## config.mk

```make
export PLATFORM = sky130hd
export DESIGN_NAME = adder_16bit_core_flat
export DESIGN_NICKNAME = d
export VERILOG_FILES = /design/src/rtl/adder_16bit_core_pkg.sv /design/src/rtl/adder_16bit_core_if.sv /design/src/rtl/adder_16bit_core_cla_4bit.sv /design/src/rtl/adder_16bit_core.sv /design/src/flat_wrapper.sv
export SDC_FILE = /design/constraint.sdc
export NUM_CORES = 1
export LEC_CHECK = 0
export ABC_CLOCK_PERIOD_IN_PS = 1900
export CAP_MARGIN = 20
export CORE_MARGIN = 8
export CORE_UTILIZATION = 35
export CTS_CLUSTER_DIAMETER = 120
export DETAILED_ROUTE_END_ITERATION = 8
export PLACE_DENSITY_LB_ADDON = 0.08
export SLEW_MARGIN = 40
export SYNTH_ARGS = -nofsm -noshare
export SYNTH_HDL_FRONTEND = slang
export SYNTH_HIERARCHICAL = 1
export SYNTH_SLANG_ARGS = --single-unit
```

## constraint.sdc

```tcl
create_clock -name clk -period 1.9 [get_ports clk]
set_input_delay 0.38 -clock clk [delete_from_list [all_inputs] [get_ports clk]]
set_output_delay 0.38 -clock clk [all_outputs]
set_load 0.05 [all_outputs]
```

## src/rtl/adder_16bit_core_pkg.sv

```systemverilog
// Shared definitions for the 16-bit adder slice.
//   ADD_W  : operand/sum width
//   GRP_W  : carry-lookahead group width
//   word_t : one operand or sum word
package adder_pkg;

  localparam int ADD_W = 16;
  localparam int GRP_W = 4;

  typedef logic [ADD_W-1:0] word_t;

endpackage

```

## src/rtl/adder_16bit_core_if.sv

```systemverilog
// Operand/result bundle for adder_16bit_core.
//   in_valid, a, b, cin       : operands, driven by the master
//   out_valid, sum, cout, ovf : registered result, driven by the slave (adder)
interface adder_16bit_core_if;
  import adder_pkg::*;

  logic  in_valid;
  word_t a;
  word_t b;
  logic  cin;
  logic  out_valid;
  word_t sum;
  logic  cout;
  logic  ovf;

  modport master (
    output in_valid, a, b, cin,
    input  out_valid, sum, cout, ovf
  );

  modport slave (
    input  in_valid, a, b, cin,
    output out_valid, sum, cout, ovf
  );

endinterface

```

## src/rtl/adder_16bit_core_cla_4bit.sv

```systemverilog
// 4-bit carry-lookahead adder group.
//   a, b : 4-bit operand slices
//   ci   : group carry-in
//   s    : 4-bit sum slice
//   co   : group carry-out
//   gg   : group generate (carry out regardless of ci)
//   gp   : group propagate (ci passes straight to co)
module cla_4bit (
  input  logic [3:0] a,
  input  logic [3:0] b,
  input  logic       ci,
  output logic [3:0] s,
  output logic       co,
  output logic       gg,
  output logic       gp
);

  logic [3:0] g;
  logic [3:0] p;
  logic [3:0] c;

  assign g = a & b;
  assign p = a ^ b;

  // Every internal carry is expanded from ci directly, so no carry ripples inside the group.
  assign c[0] = ci;
  assign c[1] = g[0] | (p[0] & ci);
  assign c[2] = g[1] | (p[1] & g[0]) | (p[1] & p[0] & ci);
  assign c[3] = g[2] | (p[2] & g[1]) | (p[2] & p[1] & g[0]) | (p[2] & p[1] & p[0] & ci);

  assign gg = g[3] | (p[3] & g[2]) | (p[3] & p[2] & g[1]) | (p[3] & p[2] & p[1] & g[0]);
  assign gp = &p;
  assign co = gg | (gp & ci);

  assign s = p ^ c;

endmodule

```

## src/rtl/adder_16bit_core.sv

```systemverilog
// 16-bit registered adder: sum = a + b + cin, with carry-out and signed overflow.
//   clk   : rising-edge clock
//   rst_n : asynchronous active-low reset, clears result and valid
//   bus   : slave side of adder_16bit_core_if (in_valid/a/b/cin in,
//           out_valid/sum/cout/ovf out, one cycle latency)
module adder_16bit_core
  import adder_pkg::*;
#(
  parameter int WIDTH = ADD_W,
  parameter int GROUP = GRP_W
) (
  input  logic                 clk,
  input  logic                 rst_n,
  adder_16bit_core_if.slave    bus
);

  localparam int NGRP = WIDTH / GROUP;

  // Two's-complement overflow: like-signed operands producing an opposite-signed sum.
  function automatic logic signed_ovf(input logic signed [WIDTH-1:0] x,
                                      input logic signed [WIDTH-1:0] y,
                                      input logic signed [WIDTH-1:0] s);
    return (x[WIDTH-1] == y[WIDTH-1]) && (s[WIDTH-1] != x[WIDTH-1]);
  endfunction

  logic        [NGRP:0]    carry;
  logic signed [WIDTH-1:0] sum_p0;
  logic                    ovf_p0;
  logic        [NGRP-1:0]  grp_g_unused;
  logic        [NGRP-1:0]  grp_p_unused;

  assign carry[0] = bus.cin;

  // Group carries ripple from one lookahead group into the next.
  for (genvar gi = 0; gi < NGRP; gi++) begin : g_grp
    cla_4bit u_cla (
      .a  (bus.a[gi*GROUP +: GROUP]),
      .b  (bus.b[gi*GROUP +: GROUP]),
      .ci (carry[gi]),
      .s  (sum_p0[gi*GROUP +: GROUP]),
      .co (carry[gi+1]),
      .gg (grp_g_unused[gi]),
      .gp (grp_p_unused[gi])
    );
  end

  assign ovf_p0 = signed_ovf(bus.a, bus.b, sum_p0);

  // ---- stage p0 -> p1: result registers ----
  logic signed [WIDTH-1:0] sum_p1;
  logic                    cout_p1;
  logic                    ovf_p1;
  logic                    vld_p1;

  always_ff @(posedge clk or negedge rst_n) begin
    if (!rst_n) begin
      sum_p1  <= '0;
      cout_p1 <= 1'b0;
      ovf_p1  <= 1'b0;
      vld_p1  <= 1'b0;
    end else begin
      vld_p1 <= bus.in_valid;
      // Data holds while idle so downstream can keep reading the last result.
      if (bus.in_valid) begin
        sum_p1  <= sum_p0;
        cout_p1 <= carry[NGRP];
        ovf_p1  <= ovf_p0;
      end
    end
  end

  assign bus.out_valid = vld_p1;
  assign bus.sum       = sum_p1;
  assign bus.cout      = cout_p1;
  assign bus.ovf       = ovf_p1;

endmodule

```

## src/flat_wrapper.sv

```systemverilog
// flat-port wrapper written by rule: the top's interface ports become plain ports
module adder_16bit_core_flat import adder_pkg::*;
#(
  parameter int WIDTH = ADD_W,
  parameter int GROUP = GRP_W
)
  (clk, rst_n, bus_in_valid, bus_a, bus_b, bus_cin, bus_out_valid, bus_sum, bus_cout, bus_ovf);
  adder_16bit_core_if bus_i ();
  input  logic clk;
  input  logic rst_n;
  input wire logic [$bits(bus_i.in_valid)-1:0] bus_in_valid;
  input wire logic [$bits(bus_i.a)-1:0] bus_a;
  input wire logic [$bits(bus_i.b)-1:0] bus_b;
  input wire logic [$bits(bus_i.cin)-1:0] bus_cin;
  output wire logic [$bits(bus_i.out_valid)-1:0] bus_out_valid;
  output wire logic [$bits(bus_i.sum)-1:0] bus_sum;
  output wire logic [$bits(bus_i.cout)-1:0] bus_cout;
  output wire logic [$bits(bus_i.ovf)-1:0] bus_ovf;
  assign bus_i.in_valid = bus_in_valid;
  assign bus_i.a = bus_a;
  assign bus_i.b = bus_b;
  assign bus_i.cin = bus_cin;
  assign bus_out_valid = bus_i.out_valid;
  assign bus_sum = bus_i.sum;
  assign bus_cout = bus_i.cout;
  assign bus_ovf = bus_i.ovf;
  adder_16bit_core #(.WIDTH(WIDTH), .GROUP(GROUP)) u_core (.clk(clk), .rst_n(rst_n), .bus(bus_i));
endmodule
```

* Word-level counts from Yosys, hierarchy flattened
Cells that the tools add are included.
** Storage, ports and cells
- Input bits :: 36
- Register bits after elaboration :: 19
- Output and inout port bits :: 19
** Operators by class
- Bitwise operators :: 112
- Eq/ne operators :: 2
- Reduce and logical (&&, ||, !) cells :: 5
** Operator list (count)
- AND 1 bit :: 60
- bitwise OR 1 bit :: 40
- bitwise XOR 4 bit :: 8
- AND 4 bit :: 4
- AND reduction 4 bit :: 4
- == test 1 bit :: 1
- logical AND 1 bit :: 1
- inequality test 1 bit :: 1

* Depth between registers and ports, before layout
Gate-level depths: netlist of run 1.
- Depth after elaboration :: 15
- Mapped depth :: 15
- Depth with buffers taken out :: 15

* By module
The synthesis of run 1 kept the hierarchy.
** Modules (own cells, without submodules)
- adder_16bit_core :: sequential area each 475.5 um^2, cells an instance 42, times used 1, area each 754.5 um^2
- cla_4bit (u_core.g_grp[2].u_cla ...) :: sequential area each 0.0 um^2, cells an instance 22, times used 2, area each 193.9 um^2
- cla_4bit (u_core.g_grp[0].u_cla ...) :: sequential area each 0.0 um^2, cells an instance 22, times used 2, area each 182.7 um^2

* Worst setup path after synthesis of run 1
OpenSTA, ideal clock, no wires.
- Path type :: input port to flip-flop
- Start point :: input bus_a[2]
- End point :: register u_core.ovf_p1 (netlist: u_core/bus.ovf)
- Slack :: -1.161 ns
- Data arrival time :: 2.979 ns
- Cell stages on the path :: 15
- Cell sequence :: ha_1 -> a41oi_1 -> o21ai_2 -> a21o_1 -> a41oi_1 -> o21ai_2 -> a21o_1 -> a41oi_2 -> o21ai_2 -> a21o_1 -> a41oi_2 -> o21ai_2 -> xor2_1 -> or3b_1 -> a31oi_1
** On the way
- Longest elaborated chain between the ends :: 15
- Elaborated cells between the ends (all ways) :: 22
- Those cells by class :: 1 x eq/ne; 19 x bitwise; 2 x reduce/logical
** Ends and longest elaborated chain
- start: declaration :: RTL line flat_wrapper.sv:12 : input wire logic [$bits(bus_i.a)-1:0] bus_a;
- AND 4 bit / bitwise XOR 4 bit (equally long branches) :: RTL line adder_16bit_core_cla_4bit.sv:22, adder_16bit_core_cla_4bit.sv:23
- AND 1 bit :: RTL line adder_16bit_core_cla_4bit.sv:31 : assign gg = g[3] | (p[3] & g[2]) | (p[3] & p[2] & g[1]) | (p[3] & p[2] & p[1] & g[0]);
- bitwise OR 1 bit / AND 1 bit (equally long branches) (2 in a row) :: RTL line adder_16bit_core_cla_4bit.sv:31
- bitwise OR 1 bit :: RTL line adder_16bit_core_cla_4bit.sv:31
- bitwise OR 1 bit (*) :: RTL line adder_16bit_core_cla_4bit.sv:33 : assign co = gg | (gp & ci);
- net u_core.carry[1] :: RTL line adder_16bit_core.sv:26 : logic [NGRP:0] carry;
- AND 1 bit (*) :: RTL line adder_16bit_core_cla_4bit.sv:33
- bitwise OR 1 bit (*) :: RTL line adder_16bit_core_cla_4bit.sv:33
- net u_core.carry[2] :: RTL line adder_16bit_core.sv:26
- (+1 left out)
- bitwise OR 1 bit (*) :: RTL line adder_16bit_core_cla_4bit.sv:33
- net u_core.carry[3] :: RTL line adder_16bit_core.sv:26
- AND 1 bit (*) :: RTL line adder_16bit_core_cla_4bit.sv:29 : assign c[3] = g[2] | (p[2] & g[1]) | (p[2] & p[1] & g[0]) | (p[2] & p[1] & p[0] & ci);
- bitwise OR 1 bit (*) :: RTL line adder_16bit_core_cla_4bit.sv:29
- bitwise XOR 4 bit (*) :: RTL line adder_16bit_core_cla_4bit.sv:35 : assign s = p ^ c;
- net u_core.sum_p0[15] :: RTL line adder_16bit_core.sv:27 : logic signed [WIDTH-1:0] sum_p0;
- inequality test 1 bit (*) :: RTL line adder_16bit_core.sv:23 : return (x[WIDTH-1] == y[WIDTH-1]) && (s[WIDTH-1] != x[WIDTH-1]);
- logical AND 1 bit (*) :: RTL line adder_16bit_core.sv:23
- end signal: assignment :: RTL line adder_16bit_core.sv:67 : ovf_p1 <= ovf_p0;
- end: declaration :: RTL line adder_16bit_core.sv:52 : logic ovf_p1;
Mark *: on every way through the listed nets, which the timed path passes. The rest lies on a longest branch.
A chain may end at the register's enable or synchronous reset.

* Worst setup path after layout of run 1
- Start point :: input bus_a[4]
- End point :: register u_core.ovf_p1 (netlist: u_core/bus.ovf)
** On the way
- Longest elaborated chain between the ends :: 11
- Elaborated cells between the ends (all ways) :: 14
- Those cells by class :: 1 x eq/ne; 11 x bitwise; 2 x reduce/logical
** Ends and longest elaborated chain (RTL line)
- bitwise XOR 4 bit / AND 4 bit (equally long branches) :: adder_16bit_core_cla_4bit.sv:23, adder_16bit_core_cla_4bit.sv:22
- AND reduction 4 bit / AND 1 bit (equally long branches) :: adder_16bit_core_cla_4bit.sv:32, adder_16bit_core_cla_4bit.sv:31
- AND 1 bit / bitwise OR 1 bit (equally long branches) :: adder_16bit_core_cla_4bit.sv:33, adder_16bit_core_cla_4bit.sv:31
- bitwise OR 1 bit (*) :: adder_16bit_core_cla_4bit.sv:33
- net u_core.carry[2] :: adder_16bit_core.sv:26
- AND 1 bit (*) :: adder_16bit_core_cla_4bit.sv:33
- bitwise OR 1 bit (*) :: adder_16bit_core_cla_4bit.sv:33
- net u_core.carry[3] :: adder_16bit_core.sv:26
- AND 1 bit (*) :: adder_16bit_core_cla_4bit.sv:29
- bitwise OR 1 bit (*) :: adder_16bit_core_cla_4bit.sv:29
- bitwise XOR 4 bit (*) :: adder_16bit_core_cla_4bit.sv:35
- net u_core.sum_p0[15] :: adder_16bit_core.sv:27
- inequality test 1 bit (*) :: adder_16bit_core.sv:23
- logical AND 1 bit (*) :: adder_16bit_core.sv:23
Marked as above.

==> impl_metrics.env, run 1 <==
export IMPL_core_area_um2=3940
export IMPL_dieArea_um2=6310
export IMPL_worst_pin_slew_ps=506
export IMPL_syn_avg_cell_area_um2=11.9
export IMPL_antenna_found_initial=0
export IMPL_fmax_mhz=363
export IMPL_tns_ps=-7370
export IMPL_worstPathMaxFanout=2
export IMPL_nets=264
export IMPL_r2r_cells=1
export IMPL_clkTransAtPathRegs_ps=70
export IMPL_hold_violations=0
export IMPL_drc_errors=0
export IMPL_ir_drop_mv=0.389
export IMPL_drv_cap=0
export IMPL_cp_arrival_ps=2930
export IMPL_finalMaxSlewViolations=0
export IMPL_post_place_ws_ps=-1540
export IMPL_vias_per_cell=4.46
export IMPL_setup_viol=13
export IMPL_antenna_left=0
export IMPL_grt_overflow_total=0
export IMPL_cts_tree="built"
export IMPL_power_leakage_nw=1.17
export IMPL_area_delta_synth_final_pct=69.6
export IMPL_layout_drive_gt1_share_pct=46.9
export IMPL_floorplan_initialDensity_pct=35.7
export IMPL_fin_crit_ps=2750
export IMPL_dieWidth_um=79.4
export IMPL_clock_sinks=19
export IMPL_rows=23
export IMPL_finalCritPeriodShare_pct=145
export IMPL_regToRegSetupSlack_ps=1130
export IMPL_finalInstanceArea_um2=2390
export IMPL_start_kind="primary input"
export IMPL_path_class="primary input to flip-flop"
export IMPL_hold_path_class="primary input to async pin"
export IMPL_placed_cell_area_um2=2200
export IMPL_layout_setup_ws_ps=-853
export IMPL_htreeDepth=1
export IMPL_r2r_end="u_core/bus.sum[5]"
export IMPL_worstPathRequired_ps=2070
export IMPL_slew_headroom_pct=66.2
export IMPL_fin_worst_skew_ps=0
export IMPL_netlist_area_um2=1410
export IMPL_worstSkewPairLatency_ps=240
export IMPL_cts_buffer_depth=2
export IMPL_routabilityCongestion=0.710
export IMPL_grt_pass1_vias=1306
export IMPL_violations="setup timing"
export IMPL_ios=55
export IMPL_holdWs_ps=463
export IMPL_cts_made_buffers=3
export IMPL_via_count=1147
export IMPL_r2r_start="u_core/bus.sum[5]"
export IMPL_hpwl_um=2790
export IMPL_syn_inst=118
export IMPL_drtIter0Drc=35
export IMPL_cellPowerDensity_nw_per_um2=810
export IMPL_cts_root_buffer="clkbuf_8"
export IMPL_routed_wl_um=3440
export IMPL_wl_per_cell_um=13.4
export IMPL_rsz0062_at_grt="yes"
export IMPL_yosys_warnings=6
export IMPL_cts_hold_buf=0
export IMPL_worstSetupEndpointType="flip-flop"
export IMPL_portBuffers=54
export IMPL_grt_total_usage_pct=11.5
export IMPL_grt_pass1_wl_um=5870
export IMPL_grt_max_degree=21
export IMPL_status="finished, violations left"
export IMPL_dr_pass1_iters=3
export IMPL_antenna_cells=0
export IMPL_synthesis_nets=174
export IMPL_die_y_um=79.4
area by class of cell:
type	instances	area (µm²)
inverter	20	75.1
sequential	19	475
clock buffer	4	45.0
tap	50	62.6
timing repair buffer	87	792
fill	322	1560
multi-input combinational	77	937
cells in the final DEF, fill, tap and decap left out, types with 2 or more instances in the layout:
cell type,n
xor2_1,4
a21oi_1,2
o21ai_2,4
inv_2,2
clkdlybuf4s50_1,30
a41oi_2,4
ha_4,5
a21oi_2,6
mux2_4,11
clkbuf_8,3
buf_6,10
ha_1,11
buf_4,40
dlygate4sd2_1,3
inv_1,18
mux2_2,6
a21o_1,8
fa_2,3
dfrtp_1,19
xnor2_1,8
sequential cells by signal, summed over array words and instances (netlist names):
name / cells
u_core/bus.sum: 16
u_core/bus.cout: 1
u_core/bus.out_valid: 1
u_core/bus.ovf: 1
routing by layer:
metal  global-route usage, %  share of wire [%]
met5                       0                  0
met3                    2.82                6.3
met1                    13.1                 41
met2                    19.8                 52
met4                    5.00                1.3
worst max-delay path, cell delays in order:
cell             delay, ps
clkdlybuf4s50_1        430
ha_1                   310
a41oi_2                210
o21ai_2                 80
a21o_1                 190
a41oi_2                140
o21ai_2                 80
a21o_1                 180
a41oi_2                140
o21ai_2                 90
xor2_1                 180
or3b_1                 360
a31oi_1                160
worst max-delay path by stage:
stage                  start             end  slack, ps  depth (start not counted)
floorplan           bus_a[0]  u_core/bus.ovf       -920                         15
global placement    bus_a[0]  u_core/bus.ovf      -1490                         16
detailed placement  bus_a[0]  u_core/bus.ovf      -1540                         16
CTS                 bus_b[0]  u_core/bus.ovf      -1000                         16
global route        bus_a[1]  u_core/bus.ovf      -1010                         16
finish              bus_a[4]  u_core/bus.ovf       -850                         13
through the flow:
stage / total power, mW / std cells / utilization, %
floorplan: 1.22 / 118 / -
global placement: 1.60 / 243 / 55.8
detailed placement: 1.62 / 243 / 55.8
CTS: 1.95 / 256 / 59.9
global route: 2.05 / 257 / 60.6
finish: 1.93 / 257 / 60.6
repair_timing:
| item | in CTS | in global routing |
|---|---|---|
| pin swaps | 19 | 20 |
| setup buffers | 11 | 4 |
| endpoints found under the setup margin | 14 | 14 |
| gates resized for setup | 45 | 6 |
where the power goes:
part | switching [mW] | leakage, nW | internal [mW]
Combinational | 0.598 | 0.924 | 0.514
Clock | 0.120 | 0.0228 | 0.148
Sequential | 0.0539 | 0.223 | 0.501
Total | 0.772 | 1.17 | 1.16
No activity file was read; power rests on OpenSTA's default activity.
==> inputs of run 2 (changes only) <==
- CTS_BUF_LIST: unset -> sky130_fd_sc_hd__clkbuf_4 sky130_fd_sc_hd__clkbuf_8
==> run 2 against run 1 <==
  * The run still ends with setup timing left
  * Critical endpoint unchanged
  * Via count about the same
  * Clock power up 5%
  * Clock skew is the same
  * Fmax hardly changed
  * Power grew 0.73%
  * Largest cell class unchanged
  * Sequential power is essentially flat
==> impl_metrics.env, run 2 (synthesized netlist as in run 1, its figures left out) <==
export IMPL_status="finished, violations left"
export IMPL_violations="setup timing"
export IMPL_routabilityCongestion=0.710
export IMPL_cts_buffer_depth=2
export IMPL_crit_slowest_cell="clkdlybuf4s50_1"
export IMPL_cts_root_buffer="clkbuf_8"
export IMPL_dr_wl_met3_um=216
export IMPL_grt_max_degree=21
export IMPL_largest_register_ff_count=16
export IMPL_grt_pass1_vias=1306
export IMPL_cts_tree="built"
export IMPL_holdWs_ps=463
export IMPL_ios=55
export IMPL_layout_commonest_cell="buf_4"
export IMPL_area_delta_synth_final_pct=69.9
export IMPL_top_layer_used="met4"
export IMPL_dr_pass1_iters=3
export IMPL_die_y_um=79.4
export IMPL_worstPathRequired_ps=2070
export IMPL_setup_viol=13
export IMPL_cp_arrival_ps=2930
export IMPL_routed_wl_um=3440
export IMPL_worstSetupEndpointType="flip-flop"
export IMPL_rsz0062_at_grt="yes"
export IMPL_drc_errors=0
export IMPL_dieArea_um2=6310
export IMPL_wl_met2_um=1780
export IMPL_drv_cap=0
export IMPL_via_count=1148
export IMPL_antenna_found_initial=0
export IMPL_worstPathMaxFanout=2
export IMPL_nets=264
export IMPL_antenna_cells=0
export IMPL_wl_per_cell_um=13.4
export IMPL_core_area_um2=3940
export IMPL_wl_met1_um=1410
export IMPL_layout_common_cells="buf_4, clkdlybuf4s50_1, dfrtp_1, inv_1"
export IMPL_fin_crit_ps=2750
export IMPL_floorplan_initialDensity_pct=35.7
export IMPL_cts_hold_buf=0
export IMPL_fin_worst_skew_ps=0
export IMPL_portBuffers=54
export IMPL_grt_overflow_total=0
export IMPL_vias_per_cell=4.47
export IMPL_drtIter0Drc=30
export IMPL_grt_total_usage_pct=11.5
export IMPL_post_place_ws_ps=-1540
export IMPL_cts_made_buffers=3
export IMPL_fmax_mhz=363
export IMPL_finalCritPeriodShare_pct=145
export IMPL_layout_drive_gt1_share_pct=47.3
export IMPL_clkTransAtPathRegs_ps=70
export IMPL_start_kind="primary input"
export IMPL_rows=23
export IMPL_hold_path_class="primary input to async pin"
export IMPL_htreeDepth=1
export IMPL_finalMaxSlewViolations=0
export IMPL_hpwl_um=2790
export IMPL_ir_drop_mv=0.389
export IMPL_clock_sinks=19
export IMPL_worst_pin_slew_ps=506
export IMPL_path_cells="clkdlybuf4s50_1 > ha_1 > a41oi_2 > o21ai_2 > a21o_1 > a41oi_2 > o21ai_2 > a21o_1 > a41oi_2 > o21ai_2 > xor2_1 > or3b_1 > a31oi_1"
export IMPL_path_class="primary input to flip-flop"
export IMPL_layout_setup_ws_ps=-853
export IMPL_grt_pass1_wl_um=5870
export IMPL_power_leakage_nw=1.17
export IMPL_worstSkewPairLatency_ps=240
export IMPL_hold_violations=0
export IMPL_slew_headroom_pct=66.2
export IMPL_cellPowerDensity_nw_per_um2=815
export IMPL_antenna_left=0
export IMPL_dieWidth_um=79.4
export IMPL_critPathMaxStageDelay_ps=430
[run 2: final cells by class]
type | instances | area (µm²)
Fill cell | 322 | 1550
Multi-Input combinational cell | 77 | 937
Timing Repair Buffer | 87 | 792
Sequential cell | 19 | 475
Inverter | 20 | 75.1
Tap cell | 50 | 62.6
Clock buffer | 4 | 48.8
[run 2: repair_timing]
action                                  4_1_cts  5_1_grt
buffers inserted                             11        4
endpoints found under the setup margin       14       14
pin swaps                                    19       20
resized for setup                            45        6
[run 2: layer usage]
metal  vias up  GRT usage, %
met1       532          13.1
met3         2          2.82
met4         0          5.00
met2        34          19.8
li1        580             -
met5         -             0
[run 2: worst paths after layout]
check	from	to	slack, ps	cells past startpoint
max in group asynchronous	rst_n	u_core/bus.sum[4]	1240	2
max reg2reg	u_core/bus.sum[5]	u_core/bus.sum[5]	1130	1
min reg2reg	u_core/bus.sum[0]	u_core/bus.sum[0]	510	1
min in group clk	u_core/bus.sum[0]	u_core/bus.sum[0]	510	1
max	bus_a[4]	u_core/bus.ovf	-850	13
min	rst_n	u_core/bus.ovf	460	2
[run 2: worst max-delay path, delay by kind of cell]
| family | cells | cell delay (ps) |
|---|---|---|
| compound gates | 9 | 1270 |
| buf+inv | 1 | 430 |
| simple gates | 1 | 360 |
| fa+ha+maj | 1 | 310 |
| xor+xnor | 1 | 180 |
[run 2: power breakdown]
group	switching, mW	internal, mW
registers	0.0539	0.501
clock network	0.120	0.163
logic	0.598	0.514
total	0.771	1.18
[run 2: metrics by stage]
step	TNS (ps)	power (mW)	cells	utilization, %	instance area, µm²
after floorplan	-5770	1.22	118	-	1480
after global placement	-14650	1.60	243	55.8	2200
after detailed placement	-15280	1.62	243	55.8	2200
after CTS	-8370	1.97	256	59.9	2360
after global routing	-8570	2.06	257	60.6	2390
final	-7370	1.95	257	60.6	2390
==> inputs of run 3 (changes only) <==
- CORE_ASPECT_RATIO: unset -> 1.25
- CORE_MARGIN: 8 -> 1.5
- CORE_UTILIZATION: 35 -> 50
==> run 3 against run 2 <==
  * The flow still finishes with violations (setup timing)
  * Power decreased by 1.5%
  * Fmax fell by 3.8%
  * Setup slack worse by 110 ps
  * Highest routed layer unchanged
  * Largest power group unchanged
  * Die area fell by 50%
  * Worst hold slack got worse by 70 ps
  * Cell count shrank 7.0%
  * Count of clock-buffer cells in the layout is the same
  * Global-route usage increased by 11 points
  * Critical endpoint unchanged
  * Clock skew unchanged
  * Critical path depth unchanged
  * Core utilization rose by 27 points
==> impl_metrics.env, run 3 (synthesized netlist as in run 1, its figures left out) <==
export IMPL_n_fill_cell=140
export IMPL_clock_sinks=19
export IMPL_area_delta_synth_final_pct=67.5
export IMPL_p_comb_share_pct=59.6
export IMPL_worstPathMaxFanout=2
export IMPL_nets=262
export IMPL_cts_made_buffers=3
export IMPL_design_power_total_mw=1.92
export IMPL_ir_drop_mv=0.519
export IMPL_finalCritPeriodShare_pct=151
export IMPL_fin_crit_ps=2860
export IMPL_vias_per_cell=5.16
export IMPL_cellPowerDensity_nw_per_um2=814
export IMPL_slew_headroom_pct=65.8
export IMPL_floorplan_initialDensity_pct=52.5
export IMPL_worst_pin_slew_ps=512
export IMPL_worstSkewPairLatency_ps=300
export IMPL_worstPathRequired_ps=2110
export IMPL_cts_buffer_depth=2
export IMPL_fin_worst_skew_ps=0
export IMPL_cts_root_buffer="clkbuf_4"
export IMPL_dieArea_um2=3140
export IMPL_pwr_share_clk_pct=11.5
export IMPL_worstSetupEndpointType="flip-flop"
export IMPL_via_count=1234
export IMPL_power_leakage_nw=1.17
export IMPL_fmax_mhz=349
export IMPL_path_class="primary input to flip-flop"
export IMPL_grt_pass1_wl_um=5560
export IMPL_grt_pass1_vias=1269
export IMPL_htreeDepth=1
export IMPL_multiInputGateArea_um2=950
export IMPL_finalMaxSlewViolations=0
export IMPL_grt_overflow_total=0
export IMPL_portBuffers=54
export IMPL_setup_viol=13
export IMPL_largest_register_ff_count=16
export IMPL_layout_common_cells="clkdlybuf4s50_1, buf_4, dfrtp_1, inv_1, mux2_4"
export IMPL_routabilityCongestion=0.698
export IMPL_drc_errors=0
export IMPL_rsz0062_at_grt="yes"
export IMPL_antenna_found_initial=0
export IMPL_setup_worst_path_start="bus_b[4]"
export IMPL_drv_cap=0
export IMPL_switching_share_pct=41.4
export IMPL_layout_drive_gt1_share_pct=42.0
export IMPL_antenna_left=0
export IMPL_r2r_start="u_core/bus.sum[4]"
export IMPL_final_util_pct=88.0
export IMPL_violations="setup timing"
export IMPL_grt_total_usage_pct=22.6
export IMPL_switchingPower_uw=795
export IMPL_hold_path_class="primary input to async pin"
export IMPL_die_y_um=62.3
export IMPL_final_cells=239
export IMPL_grt_max_degree=21
export IMPL_routed_wl_um=3600
export IMPL_dp_cells=225
export IMPL_clkTransAtPathRegs_ps=110
export IMPL_seqPwrFrac_pct=28.9
export IMPL_layout_commonest_cell="clkdlybuf4s50_1"
export IMPL_seqCellArea_um2=475
export IMPL_drtIter0Drc=32
export IMPL_rows=21
export IMPL_wl_per_cell_um=15.0
export IMPL_core_area_um2=2680
export IMPL_dieWidth_um=50.5
export IMPL_start_kind="primary input"
export IMPL_layout_setup_ws_ps=-962
export IMPL_antenna_cells=0
export IMPL_dr_pass1_iters=4
export IMPL_cp_arrival_ps=3080
export IMPL_hpwl_um=2480
export IMPL_hold_violations=0
export IMPL_ios=55
export IMPL_status="finished, violations left"
export IMPL_cell_internal_pwr_mw=1.12
export IMPL_cts_tree="built"
export IMPL_holdWs_ps=393
## run 3: cell type report
cell class / count / share of cell area [%]
Clock buffer: 4 / 1.27
Inverter: 20 / 3.18
Multi-Input combinational cell: 77 / 40.3
Sequential cell: 19 / 20.2
Tap cell: 34 / 1.80
Timing Repair Buffer: 85 / 33.3
## run 3: power by group through the flow
stage	Clock (mW)	Combinational, mW	Sequential, mW
detailed placement	0	1.07	0.562
CTS	0.219	1.12	0.556
floorplan	0	0.329	0.895
finish	0.220	1.14	0.555
global route	0.242	1.20	0.566
global placement	0	1.04	0.555
## run 3: worst paths after layout
path / end / cells after the start / slack, ps
hold / removal: u_core/bus.sum[4] / 2 / 390
setup reg to reg: u_core/bus.sum[4] / 1 / 1090
hold reg to reg: u_core/bus.sum[1] / 1 / 530
max in group asynchronous: u_core/bus.out_valid / 2 / 1300
setup / recovery: u_core/bus.ovf / 13 / -960
min in group clk: u_core/bus.sum[1] / 1 / 530
## run 3: critical path, stage by stage
cell,delay [ps]
clkdlybuf4s50_1,540
ha_4,230
a41oi_2,200
o21ai_2,80
a21o_1,190
a41oi_2,160
o21ai_2,100
a21o_1,190
a41oi_2,150
o21ai_2,90
xor2_1,200
or3b_1,380
a31oi_1,190
## run 3: metal layers
layer  routed length, µm  up-vias  GRT usage [%]
met1                1320      593           28.4
li1                    -      583              -
met3                 191        8           1.68
met5                   0        -              0
met2                2020       50           40.1
met4                  69        0           8.11
## run 3: timing repair
item	4_1_cts	5_1_grt
gates resized for setup	42	8
pin swaps	17	16
hold buffers	0	0
endpoints found under the setup margin	14	17
buffers inserted	8	5
cloned	0	0
## run 3: per-stage QoR
step                      setup WS (ps)  TNS (ps)  cell area [µm²]
after CTS                         -1050     -6970             2300
after global routing              -1040     -7600             2360
after detailed placement          -1550    -15230             2200
final                              -962     -6800             2360
after global placement            -1470    -14270             2200
after floorplan                    -920     -5770             1480
